===== src/rtl/core_ctrl_pkg.sv =====
// Shared definitions for the multi-cycle RV32I control sequencer.
// Holds the FSM state encoding, the writeback/PC mux encodings, the trap
// cause codes, the instruction-class flag layout and opcode[6:2] class
// constants, plus small helpers for class decoding.
package core_ctrl_pkg;

    typedef enum logic [2:0] {
        StFetch  = 3'd0,
        StDecode = 3'd1,
        StExec   = 3'd2,
        StMem    = 3'd3,
        StWb     = 3'd4,
        StHalt   = 3'd5,
        StTrap   = 3'd6
    } ctrl_state_e;

    // wb_sel encodings
    localparam logic [1:0] WbAlu  = 2'd0;
    localparam logic [1:0] WbMem  = 2'd1;
    localparam logic [1:0] WbPc4  = 2'd2;
    localparam logic [1:0] WbImmU = 2'd3;

    // pc_sel encodings
    localparam logic [1:0] PcPlus4 = 2'd0;
    localparam logic [1:0] PcImm   = 2'd1;
    localparam logic [1:0] PcJalr  = 2'd2;

    // trap_cause encodings
    localparam logic [1:0] CauseNone    = 2'd0;
    localparam logic [1:0] CauseIllegal = 2'd1;
    localparam logic [1:0] CauseImemTo  = 2'd2;
    localparam logic [1:0] CauseDmemTo  = 2'd3;

    // Bit positions of the class flags inside a packed class vector
    localparam int unsigned NumClasses = 10;
    localparam int unsigned ClsLoad    = 0;
    localparam int unsigned ClsStore   = 1;
    localparam int unsigned ClsBranch  = 2;
    localparam int unsigned ClsJalr    = 3;
    localparam int unsigned ClsJal     = 4;
    localparam int unsigned ClsLui     = 5;
    localparam int unsigned ClsAuipc   = 6;
    localparam int unsigned ClsOpImm   = 7;
    localparam int unsigned ClsOp      = 8;
    localparam int unsigned ClsSystem  = 9;

    // opcode[6:2] values per instruction class
    localparam logic [4:0] OpcLoad   = 5'b00000;
    localparam logic [4:0] OpcStore  = 5'b01000;
    localparam logic [4:0] OpcBranch = 5'b11000;
    localparam logic [4:0] OpcJalr   = 5'b11001;
    localparam logic [4:0] OpcJal    = 5'b11011;
    localparam logic [4:0] OpcLui    = 5'b01101;
    localparam logic [4:0] OpcAuipc  = 5'b00101;
    localparam logic [4:0] OpcOpImm  = 5'b00100;
    localparam logic [4:0] OpcOp     = 5'b01100;
    localparam logic [4:0] OpcSystem = 5'b11100;

    // One-hot class vector for an opcode[6:2] value; all-zero if unknown.
    function automatic logic [NumClasses-1:0] class_of_opcode(input logic [4:0] opc);
        logic [NumClasses-1:0] cls;
        cls = '0;
        case (opc)
            OpcLoad:   cls[ClsLoad]   = 1'b1;
            OpcStore:  cls[ClsStore]  = 1'b1;
            OpcBranch: cls[ClsBranch] = 1'b1;
            OpcJalr:   cls[ClsJalr]   = 1'b1;
            OpcJal:    cls[ClsJal]    = 1'b1;
            OpcLui:    cls[ClsLui]    = 1'b1;
            OpcAuipc:  cls[ClsAuipc]  = 1'b1;
            OpcOpImm:  cls[ClsOpImm]  = 1'b1;
            OpcOp:     cls[ClsOp]     = 1'b1;
            OpcSystem: cls[ClsSystem] = 1'b1;
            default:   cls = '0;
        endcase
        return cls;
    endfunction

    // Exactly one bit set.
    function automatic logic is_onehot(input logic [NumClasses-1:0] v);
        return (v != '0) && ((v & (v - {{(NumClasses-1){1'b0}}, 1'b1})) == '0);
    endfunction

endpackage


===== src/rtl/core_ctrl_mem_wait_timer.sv =====
// Wait timer for memory handshakes. Counts cycles spent waiting while
// enabled; expired_o is high in the cycle where the wait has lasted Limit
// cycles (count == Limit-1). clr_i has priority and returns the count to 0.
// Ports: clk_i, rst_ni (async, active-low), clr_i, en_i, expired_o.
module core_ctrl_mem_wait_timer #(
    parameter int unsigned Limit = 16
) (
    input  logic clk_i,
    input  logic rst_ni,
    input  logic clr_i,
    input  logic en_i,
    output logic expired_o
);

    localparam logic [7:0] LastCount = 8'(Limit - 1);

    logic [7:0] count_q, count_d;

    assign expired_o = (count_q == LastCount);

    always_comb begin
        count_d = count_q;
        if (clr_i) begin
            count_d = '0;
        end else if (en_i && !expired_o) begin
            count_d = count_q + 8'd1;
        end
    end

    always_ff @(posedge clk_i or negedge rst_ni) begin
        if (!rst_ni) begin
            count_q <= '0;
        end else begin
            count_q <= count_d;
        end
    end

endmodule


===== src/rtl/core_ctrl.sv =====
// Multi-cycle control sequencer for an RV32I core, one instruction in flight.
// Ports: clk/rst_n (async active-low); imem_req/imem_ack/ir_we fetch
// handshake; ten decoded class flags; br_taken; dmem_req/dmem_we/dmem_ack
// data handshake; alu_a_sel/alu_b_sel operand selects; rf_we/wb_sel
// writeback; pc_we/pc_sel PC update; halted/trap/trap_cause sticky status;
// retire one pulse per completed instruction.
module core_ctrl
    import core_ctrl_pkg::*;
#(
    parameter int unsigned MEM_TIMEOUT = 16
) (
    input  logic       clk,
    input  logic       rst_n,
    output logic       imem_req,
    input  logic       imem_ack,
    output logic       ir_we,
    input  logic       load,
    input  logic       store,
    input  logic       branch,
    input  logic       jalr,
    input  logic       jal,
    input  logic       lui,
    input  logic       auipc,
    input  logic       op_imm,
    input  logic       op,
    input  logic       system,
    input  logic       br_taken,
    output logic       dmem_req,
    output logic       dmem_we,
    input  logic       dmem_ack,
    output logic       alu_a_sel,
    output logic       alu_b_sel,
    output logic       rf_we,
    output logic [1:0] wb_sel,
    output logic       pc_we,
    output logic [1:0] pc_sel,
    output logic       halted,
    output logic       trap,
    output logic [1:0] trap_cause,
    output logic       retire
);

    ctrl_state_e           state_q, state_d;
    logic [1:0]            cause_q, cause_d;
    logic [NumClasses-1:0] cls;
    logic                  tmr_en, tmr_clr, tmr_expired;

    assign cls = {system, op, op_imm, auipc, lui, jal, jalr, branch, store, load};

    // Timer only runs while waiting on a memory; any completed handshake or
    // other state restarts it from zero.
    assign tmr_en  = (state_q == StFetch) || (state_q == StMem);
    assign tmr_clr = !tmr_en || ((state_q == StFetch) && imem_ack)
                             || ((state_q == StMem) && dmem_ack);

    core_ctrl_mem_wait_timer #(
        .Limit (MEM_TIMEOUT)
    ) u_timer (
        .clk_i     (clk),
        .rst_ni    (rst_n),
        .clr_i     (tmr_clr),
        .en_i      (tmr_en),
        .expired_o (tmr_expired)
    );

    always_comb begin
        state_d    = state_q;
        cause_d    = cause_q;
        imem_req   = 1'b0;
        ir_we      = 1'b0;
        dmem_req   = 1'b0;
        dmem_we    = 1'b0;
        alu_a_sel  = 1'b0;
        alu_b_sel  = 1'b0;
        rf_we      = 1'b0;
        wb_sel     = WbAlu;
        pc_we      = 1'b0;
        pc_sel     = PcPlus4;
        halted     = 1'b0;
        trap       = 1'b0;
        trap_cause = CauseNone;
        retire     = 1'b0;

        // Outputs stay quiet for as long as reset is held.
        if (rst_n) begin
            unique case (state_q)
                StFetch: begin
                    imem_req = 1'b1;
                    if (imem_ack) begin
                        ir_we   = 1'b1;
                        state_d = StDecode;
                    end else if (tmr_expired) begin
                        state_d = StTrap;
                        cause_d = CauseImemTo;
                    end
                end
                StDecode: begin
                    if (!is_onehot(cls)) begin
                        state_d = StTrap;
                        cause_d = CauseIllegal;
                    end else if (system) begin
                        state_d = StHalt;
                    end else begin
                        state_d = StExec;
                    end
                end
                StExec: begin
                    alu_a_sel = auipc | jal;
                    alu_b_sel = op_imm | auipc | jal | jalr | load | store;
                    if (branch) begin
                        pc_we   = 1'b1;
                        pc_sel  = br_taken ? PcImm : PcPlus4;
                        retire  = 1'b1;
                        state_d = StFetch;
                    end else if (load || store) begin
                        state_d = StMem;
                    end else begin
                        state_d = StWb;
                    end
                end
                StMem: begin
                    dmem_req  = 1'b1;
                    dmem_we   = store;
                    alu_b_sel = 1'b1;
                    if (dmem_ack) begin
                        if (store) begin
                            pc_we   = 1'b1;
                            retire  = 1'b1;
                            state_d = StFetch;
                        end else begin
                            state_d = StWb;
                        end
                    end else if (tmr_expired) begin
                        state_d = StTrap;
                        cause_d = CauseDmemTo;
                    end
                end
                StWb: begin
                    rf_we   = 1'b1;
                    pc_we   = 1'b1;
                    retire  = 1'b1;
                    state_d = StFetch;
                    if (load) begin
                        wb_sel = WbMem;
                    end else if (jal || jalr) begin
                        wb_sel = WbPc4;
                    end else if (lui) begin
                        wb_sel = WbImmU;
                    end
                    if (jal) begin
                        pc_sel = PcImm;
                    end else if (jalr) begin
                        pc_sel = PcJalr;
                    end
                end
                StHalt: begin
                    halted = 1'b1;
                end
                StTrap: begin
                    trap       = 1'b1;
                    trap_cause = cause_q;
                end
                default: begin
                    state_d = StFetch;
                end
            endcase
        end
    end

    always_ff @(posedge clk or negedge rst_n) begin
        if (!rst_n) begin
            state_q <= StFetch;
            cause_q <= CauseNone;
        end else begin
            state_q <= state_d;
            cause_q <= cause_d;
        end
    end

endmodule


===== config.mk =====
export PLATFORM = sky130hd
export DESIGN_NAME = core_ctrl
export DESIGN_NICKNAME = d
export VERILOG_FILES = /design/src/rtl/core_ctrl_pkg.sv /design/src/rtl/core_ctrl_mem_wait_timer.sv /design/src/rtl/core_ctrl.sv
export SDC_FILE = /design/constraint.sdc
export NUM_CORES = 1
export LEC_CHECK = 0
export ABC_AREA = 1
export ABC_CLOCK_PERIOD_IN_PS = 1500
export CAP_MARGIN = 20
export CORE_MARGIN = 2
export CORE_UTILIZATION = 45
export CTS_BUF_LIST = sky130_fd_sc_hd__clkbuf_8
export DETAILED_ROUTE_END_ITERATION = 12
export GPL_ROUTABILITY_DRIVEN = 0
export PLACE_DENSITY = 0.78
export SLEW_MARGIN = 10
export SYNTH_ARGS = -nofsm -noshare
export SYNTH_HDL_FRONTEND = slang
export SYNTH_SLANG_ARGS = --single-unit

===== constraint.sdc =====
create_clock -name clk -period 1.5 [get_ports clk]
set_input_delay 0.3 -clock clk [delete_from_list [all_inputs] [get_ports clk]]
set_output_delay 0.3 -clock clk [all_outputs]
set_load 0.005 [all_outputs]

==> results by group <==
Timing
  • Slew Viols, Final: 0
  • Final Skew: around 0.00055 ns
  • Worst-Margin Slew: 0.494 ns
  • RSZ-0062 raised after global routing: yes
  • Final WS setup: -0.413 ns
  • Setup TNS: -6.19 ns
  • Tmin final: between 1.5 and 2 ns
  • Hold Fails Final Rpt: 0
  • Tcrit/Tclk final: 1.28
  • Worst Hold Slack: about 0.30 ns
  • Setup violators final: 28
  • Relative slew slack: 0.668
  • Highest clock rate: ~520 MHz

Route
  • Post-Route WL: 6050 um
  • WL/cell: 18.6 um
  • Post-DRT Antenna Nets: 0
  • Vias: 1883
  • TritonRoute pass-1 iters: 6
  • Initial drt markers: 137
  • Vias per std cell: around 5.8
  • DRC: 0

Yosys
  • Ys Warns: 0
  • Netlist cell types: 29
  • Primary FF master, synth: dfrtp_1
  • Mean post-synth cell area: 6.09 um2
  • Post-synthesis net count: 217
  • Mapped Area: approximately 1200 um2
  • Flops & latches, synth: 13
  • Area contributors post-synth: dfrtp_1 (27%), nor2_1 (14%), nand2_1 (11%), inv_1 (9.5%), nand3_1 (5.7%)
  • Async S/R FF share, synth: 1.00
  • Sequential fraction of the synthesis area: 0.266
  • Synth top area share: 0.266
  • EDFF count, synth: 0
  • Syn Inst Count: about 200
  • Synth area leader: dfrtp_1

GRT
  • Initial antenna violation count: 0
  • Grt peak-use layer: met2
  • Grt met3 use: 0.0791
  • Met1 Usage GRT: 0.372
  • Vias in the first global route: roughly 1700
  • Met2 usage: 0.524
  • GRT overflow: 0
  • Total global-route track usage: 0.315
  • First-pass GRT wire length: about 7800 um
  • Largest net degree at the start of global routing: 15

CTS
  • Hold buffer count at cts: 0
  • Largest buffer count on any clock path: 2
  • Worst-path clk slew: about 0.06 ns
  • Total CTS buffers: 3
  • CTS Sinks: 13
  • # H-tree levels: 1
  • Clk_lat worst skew: 0.25 ns
  • CTS tree: yes
  • Root Buffer: clkbuf_8

Final layout
  • Final Non-Filler Cells: about 330
  • Cell area after layout: about 2300 um2
  • Register area: ~330 um2
  • Final core utilization: 0.913
  • Nets: 312
  • Commonest non-fill, non-tap cell in the layout: buf_4
  • # fillers: 102
  • Layout cell share with drive strength beyond 1: 0.563
  • Most frequent cells in the layout: buf_4 (48), nor2_1 (25), nand2_1 (22)
  • Area occupied by multi-input gates: ~1000 um2
  • Synth-to-Final Area Change: 88.2%
  • Inserted Diodes: 0

Die
  • Initial Util: 0.485
  • Site Rows: 18
  • Die area: approximately 3200 um2
  • Chip height: 56.1 um
  • Core area: approximately 2500 um2
  • I/O pins: 32
  • Die width: around 56 um

Worst setup path
  • Worst path arrival time: 1.61 ns
  • Maximum fanout along the worst path: 4
  • Worst R2R Setup Slack: -0.19 ns
  • Crit path launch type: flip-flop
  • Required time worst endpoint: 1.20 ns
  • Critical path class: reg2out
  • Worst Setup End Kind: primary output

Power and ir drop
  • Worst vdd ir: approximately 0.0015 V
  • Pwr dens: between 1000 and 1500 nW/um2
  • Overall power: between 3 and 4 mW
  • P_leak: 1.16 nW

Placement
  • Setup WS pre-CTS: -0.577 ns
  • IO buf count: 31
  • HPWL Detailed: just under 3000 um
  • Dpl cell area: approximately 1900 um2
  • DP Cell Count: slightly above 300

Status
  • Status: complete, but fails checks
  • Failing checks: setup timing

Min path
  • HP Class: in2async

Job
  • Max Cap Viol: 0
layer usage:
layer / share of wire / vias up
met3: 0.093 / 46
li1: - / 827
met2: 0.47 / 146
met5: 0 / -
met1: 0.38 / 864
met4: 0.053 / 0
worst paths after layout:
kind | endpoint | start | depth (start not counted)
max | wb_sel[1] | state_q[0]$_DFFE_PN0P_ | 9
min | u_timer.count_q[4]$_DFFE_PN0P_ | rst_n | 3
max reg2reg | u_timer.count_q[0]$_DFFE_PN0P_ | state_q[0]$_DFFE_PN0P_ | 10
min reg2reg | cause_q[0]$_DFFE_PN0P_ | cause_q[0]$_DFFE_PN0P_ | 2
max in group asynchronous | state_q[0]$_DFFE_PN0P_ | rst_n | 3
min in group clk | cause_q[0]$_DFFE_PN0P_ | cause_q[0]$_DFFE_PN0P_ | 2
synth_stat cells (all sizes together) (2+ instances only):
cell and instances:
o211ai 2, nand2 46, a21oi 7, nor3 9
o21ai 11, nand3 15, nor2 49, dfrtp 13
inv 36, nand4 3
power by group:
part           leakage, nW  internal [mW]  switching [mW]  total, mW
Clock               0.0269          0.182           0.142      0.324
Combinational        0.959           1.14            1.36       2.50
Sequential           0.174          0.442          0.0915      0.534
cells by family after synthesis:
family                   after synthesis  synth area share
AO/OA/AOI/OAI                         23             0.103
XOR/XNOR                               2            0.0143
adder cells (fa/ha/maj)                1            0.0102
buffers and inverters                 38             0.120
flip-flops                            13             0.266
AND/OR/NAND/NOR                      124             0.487
repair_timing:
item	CTS	global route
endpoints found under the hold margin	0	0
setup buffers	13	14
pin swaps	24	33
resized for setup	130	55
setup endpoints to repair	27	30
state kept, by name, summed over array words and instances (netlist names):
name             flops
state_q              3
cause_q              2
u_timer.count_q      8
critical path: stages, from the launching register on:
cell and delay (ns):
dfrtp_2 0.45, inv_2 0.10, nand2_2 0.08, nor2_4 0.11, inv_1 0.07, nor2_2 0.11, buf_4 0.12, inv_2 0.05
a211oi_2 0.13, buf_2 0.13
area by class of cell:
class / instances / share of cell area
tap: 30 / 0.0163
inverter: 36 / 0.0587
multi-input combinational: 150 / 0.446
sequential: 13 / 0.142
clock buffer: 3 / 0.0179
timing repair buffer: 92 / 0.318
clock inverter: 1 / 0.00163
No activity file was read; power rests on OpenSTA's default activity.
==> patch 1 (same settings) <==
Re-encode `ctrl_state_e` (7 states) as one-hot, 7 bits wide.
--- a/src/rtl/core_ctrl_pkg.sv
+++ b/src/rtl/core_ctrl_pkg.sv
@@ -4,14 +4,14 @@
 // constants, plus small helpers for class decoding.
 package core_ctrl_pkg;
 
-    typedef enum logic [2:0] {
-        StFetch  = 3'd0,
-        StDecode = 3'd1,
-        StExec   = 3'd2,
-        StMem    = 3'd3,
-        StWb     = 3'd4,
-        StHalt   = 3'd5,
-        StTrap   = 3'd6
+    typedef enum logic [6:0] {
+        StFetch  = 7'b0000001,
+        StDecode = 7'b0000010,
+        StExec   = 7'b0000100,
+        StMem    = 7'b0001000,
+        StWb     = 7'b0010000,
+        StHalt   = 7'b0100000,
+        StTrap   = 7'b1000000
     } ctrl_state_e;
 
     // wb_sel encodings
Formal check against the unedited RTL: same outputs for any inputs over 10 cycles, from zero or initial values and one cycle with rst_n low; not proved beyond that.
==> patch 1 against the unedited design <==
  * The flow still finishes with violations (negative setup slack)
  * Final area is 5.0% higher
  * Total power fell by 17%
  * Sequential cell count grew 4
  * Area after synthesis up 6.6%
  * Via count shrank 3.8%
  * Clock skew up 4.7 ps
  * Synthesized cell count fell by 2.5%
  * Setup slack worse by 120 ps
  * Global-route usage decreased by 3.1 points
  * Die area up 6.2%
  * Routed wire length is 6.9% lower
  * Highest routed layer unchanged
==> patch 1: results (changes against the unedited design) <==
- Slowest cell on the critical path: dfstp_2
- Outcome: finished with violations
- Peak supply drop: 1.16 mV (-23%)
- Most frequent cells after synthesis: 45 x nand2_1, 33 x inv_1, 31 x nor2_1
- Setup ws final: -538 ps (-124 ps)
- Drt initial violations: 113 (-18%)
- Fraction of layout cells with a size suffix above 1: 0.565 (+0.00236)
- Synth cell types: 32 (+10%)
- Slew headroom: 0.748 (+0.0797)
- Crit-path max cell delay: 560 ps (+110 ps)
- Failing checks: negative setup slack
- Vias in the first global route: 1590 (-8.0%)
- Pre-antenna DRT Iters: 4 (-2)
- Vias post-DR: 1812 (-3.8%)
- Final Skew: 5.28 ps (+4.73 ps)
- Int Power: 1.60 mW (-9.2%)
- Sequential share of the synthesized area: 0.327 (+0.0611)
- Area after DPL: 2010 um^2 (+6.1%)
- Hold Path Class: reg2reg
- Area contributors post-synth: dfrtp_1 31%, nand2_1 13%, inv_1 9.5%
- Count of final setup violators: 34 (+21%)
- First-pass GRT wire length: 7160 um (-7.8%)
- Static leakage: 1.21 nW (+4.5%)
- Wire per inst: 17.4 um (-6.3%)
- Nets: 309 (-0.96%)
- Worst EP arrival: 2240 ps (+630 ps)
- Category of the most critical setup path: reg2reg
- Fin Setup TNS: -12790 ps (-6590 ps)
- Largest regs: u_timer.count_q: 8 flops, state_q: 7 flops, cause_q: 2 flops
[patch 1: power groups by stage]
| stage | combinational [mW] | sequential [mW] | clock [mW] |
|---|---|---|---|
| final | 1.78 | 0.653 | 0.359 |
| after global routing | 1.88 | 0.658 | 0.374 |
| after CTS | 1.34 | 0.637 | 0.353 |
| after detailed placement | 1.05 | 0.639 | 0 |
| after global placement | 1.03 | 0.631 | 0 |
| after floorplan | 0.532 | 0.641 | 0 |
[patch 1: cells by family after synthesis]
kind of cell | count (synthesis) | share of synthesized area
fa+ha+maj | 1 | 0.00959
simple gates | 114 | 0.416
xor+xnor | 3 | 0.0201
compound gates | 24 | 0.112
flops | 17 | 0.327
mux | 1 | 0.00863
buf+inv | 36 | 0.106
[patch 1: final cells by class]
cell class | count | area (um^2)
clock inverters | 1 | 5.00
well taps | 31 | 38.8
clock buffers | 3 | 41.3
fillers | 130 | 339
multi-input cells | 143 | 1020
inverters | 35 | 144
repair buffers | 93 | 744
flip-flops and latches | 17 | 427
[patch 1: per-layer routing]
layer | part of all wire | global-route usage | up-vias | wire (um)
met5 | 0 | 0 | - | 0
met4 | 0.042 | 0.126 | 0 | 238
met3 | 0.061 | 0.0335 | 28 | 345
met2 | 0.51 | 0.482 | 98 | 2870
met1 | 0.39 | 0.362 | 865 | 2180
li1 | - | - | 821 | -
[patch 1: repair_timing]
action | CTS | global route
buffers inserted | 12 | 5
resized for setup | 111 | 54
pin swaps | 23 | 27
cloned | 0 | 0
endpoints found under the setup margin | 34 | 34
[patch 1: critical path: cells and delay by family, from the launching register on]
family,cells,cell delay [ps]
simple gates,8,980
flops,1,560
buf+inv,4,430
==> patch 2 (config.mk and constraints unchanged) <==
Without the edit above. Set the parameter `MEM_TIMEOUT` to 15 (it was 16).
--- a/src/rtl/core_ctrl.sv
+++ b/src/rtl/core_ctrl.sv
@@ -7,7 +7,7 @@
 module core_ctrl
     import core_ctrl_pkg::*;
 #(
-    parameter int unsigned MEM_TIMEOUT = 16
+    parameter int unsigned MEM_TIMEOUT = 15
 ) (
     input  logic       clk,
     input  logic       rst_n,
Function: same outputs for any inputs over 10 cycles, from zero or initial values and one cycle with rst_n low; that may be too few to reach the edited logic, so the function may still have changed.
==> patch 2 against the unedited design <==
  * Count of clock-buffer cells in the layout stayed put
  * Die area down 0.28%
  * Highest routed layer unchanged
  * Area after synthesis shrank 0.31%
  * Synthesized cell count down 5.0%
  * Final area shrank 7.6%
  * Global-route usage down 3.1 points
  * Setup slack better by 190 ps
  * Total power decreased by 6.6%
  * Routed wire length decreased by 20%
  * Sequential cell count did not move
  * Hold slack gained 3.5 ps
  * Via count is 12% lower
  * Fmax is 11% higher
  * The flow still finishes with violations (negative setup slack)
==> patch 2: results (changes against the unedited design) <==
- R2r endpoint: u_timer.count_q[0]$_DFFE_PN0P_
- Post-synth ARST share: 1.00 (unchanged)
- Peak supply drop: 1.84 mV (+22%)
- Fraction of layout cells with a size suffix above 1: 0.502 (-0.0609)
- NetSw: 1.46 mW (-8.3%)
- CTS H-tree depth: 1 (unchanged)
- Clock tree buffer depth: 2 (unchanged)
- Area contributors post-synth: dfrtp_1 27%, nand2_1 13%, nor2_1 12%
- Setup ws final: -224 ps (+189 ps)
- Most frequent cells after synthesis: 42 x nand2_1, 39 x nor2_1, 27 x inv_1
- Largest regs: u_timer.count_q: 8 flops, state_q: 3 flops, cause_q: 2 flops
- Crit-path max FO: 4 (unchanged)
- Wire per inst: 16.1 um (-14%)
- Drt initial violations: 125 (-8.8%)
- Vias in the first global route: 1602 (-7.3%)
- Clock slew at the register clock pins of the worst setup and hold paths: 50 ps
- Syn_nets: 208 (-4.1%)
- Count of final setup violators: 28 (unchanged)
- Worst EP arrival: 1420 ps (-190 ps)
- Ant diodes: 0 (unchanged)
- Most used flip-flop cell after synthesis: dfrtp_1
- Setup crit end: retire
- RR Startpoint: state_q[2]$_DFFE_PN0P_
- Final Skew: 0.953 ps (+0.403 ps)
- Sequential share of the synthesized area: 0.267 (+0.000818)
- Post-DP HPWL: 2870 um (-1.3%)
- Pre-antenna DRT Iters: 4 (-2)
- FF-to-FF setup slack: -170 ps (+20 ps)
- Synth cell types: 31 (+6.9%)
- Static leakage: 1.09 nW (-6.3%)
- Failing checks: negative setup slack
- FF-to-FF path depth: 10 (unchanged)
- Nets: 291 (-6.7%)
- Crit path from: state_q[0]$_DFFE_PN0P_
- Hold Path Class: in2async
- Root buffer cell: clkbuf_8
- Via-to-Cell Ratio: 5.44 (-6.1%)
- TritonCTS Buffers: 3 (unchanged)
- Pre-CTS setup slack: -596 ps (-19.1 ps)
- Ys Warns: 0 (unchanged)
- Util after Layout: 0.844 (-0.0694)
- Antenna violations before repair: 0 (unchanged)
- First-pass GRT wire length: 7180 um (-7.6%)
- Number of port buffers: 31 (unchanged)
- Outcome: finished with violations
- Largest net degree at the start of global routing: 15 (unchanged)
- Total GRT Usage: 0.284 (-0.0311)
- Worst-Skew Late Latency: 240 ps
- Worst Tran Pin Value: 349 ps (-145 ps)
==> patch 2: cell types whose count changed in the layout (fill, tap and decap cells not counted), moves of 3 or more <==
cell	delta
buf_6	-3
o21ai_1	-5
nand2_2	-8
nand2_1	+14
buf_4	-10
nand2_4	-4
inv_2	-7
==> patch 2: cells by family (layout without fill, tap and decap cells) <==
kind of cell	Yosys count	count (layout)	synth area share
AND/OR/NAND/NOR	122	122	0.496
buffers and inverters	36	118	0.116
AO/OA/AOI/OAI	16	16	0.0862
flip-flops	13	13	0.267
adder cells (fa/ha/maj)	2	2	0.0205
XOR/XNOR	2	2	0.0144
==> patch 2: routing by layer <==
metal,global-route usage,vias up,part of all wire
li1,-,764,-
met1,0.335,786,0.40
met4,0.0714,0,0.021
met3,0.0628,14,0.076
met2,0.516,84,0.50
met5,0,-,0
==> patch 2: layout make-up <==
class	instances	area, um^2
Multi-Input combinational cell	142	951
Sequential cell	13	325
Timing Repair Buffer	80	629
Tap cell	30	37.5
Clock buffer	3	41.3
Inverter	34	140
Fill cell	144	394
Clock inverter	1	3.75
==> patch 2: worst min-delay path by stage <==
| stage | start | endpoint |
|---|---|---|
| after floorplan | rst_n | cause_q[0]$_DFFE_PN0P_ |
| after global placement | cause_q[0]$_DFFE_PN0P_ | cause_q[0]$_DFFE_PN0P_ |
| after detailed placement | cause_q[0]$_DFFE_PN0P_ | cause_q[0]$_DFFE_PN0P_ |
| after CTS | rst_n | u_timer.count_q[2]$_DFFE_PN0P_ |
| after global routing | rst_n | cause_q[1]$_DFFE_PN0P_ |
| final | rst_n | cause_q[1]$_DFFE_PN0P_ |
==> patch 2: power by group through the flow <==
stage	Sequential [mW]	Combinational, mW	Clock, mW
finish	0.563	2.27	0.306
global route	0.574	2.41	0.322
CTS	0.547	1.92	0.309
detailed placement	0.554	1.62	0
global placement	0.545	1.55	0
floorplan	0.566	0.834	0
==> patch 2: repair_timing <==
item	4_1_cts	5_1_grt
endpoints found under the setup margin	29	30
buffers inserted	9	7
pin swaps	24	31
resized for setup	124	25
==> patch 2: critical path: stages (launching register included) <==
cell	delay, ps
dfrtp_1	390
inv_2	70
buf_6	120
nand2_8	60
nor2_4	160
a21oi_2	70
o21ai_1	70
nand2_1	70
inv_1	70
buf_2	110
==> patch 2: through the flow <==
stage | hold WS, ps | instance area (um^2) | TNS (ps) | std cells
2_1_floorplan | 4.41 | 1220 | 0 | 191
3_3_place_gp | 458 | 1830 | -9760 | 286
3_5_place_dp | 465 | 1830 | -10260 | 286
4_1_cts | 299 | 2010 | -2520 | 297
5_1_grt | 335 | 2130 | -5030 | 303
6_report | 306 | 2130 | -3310 | 303
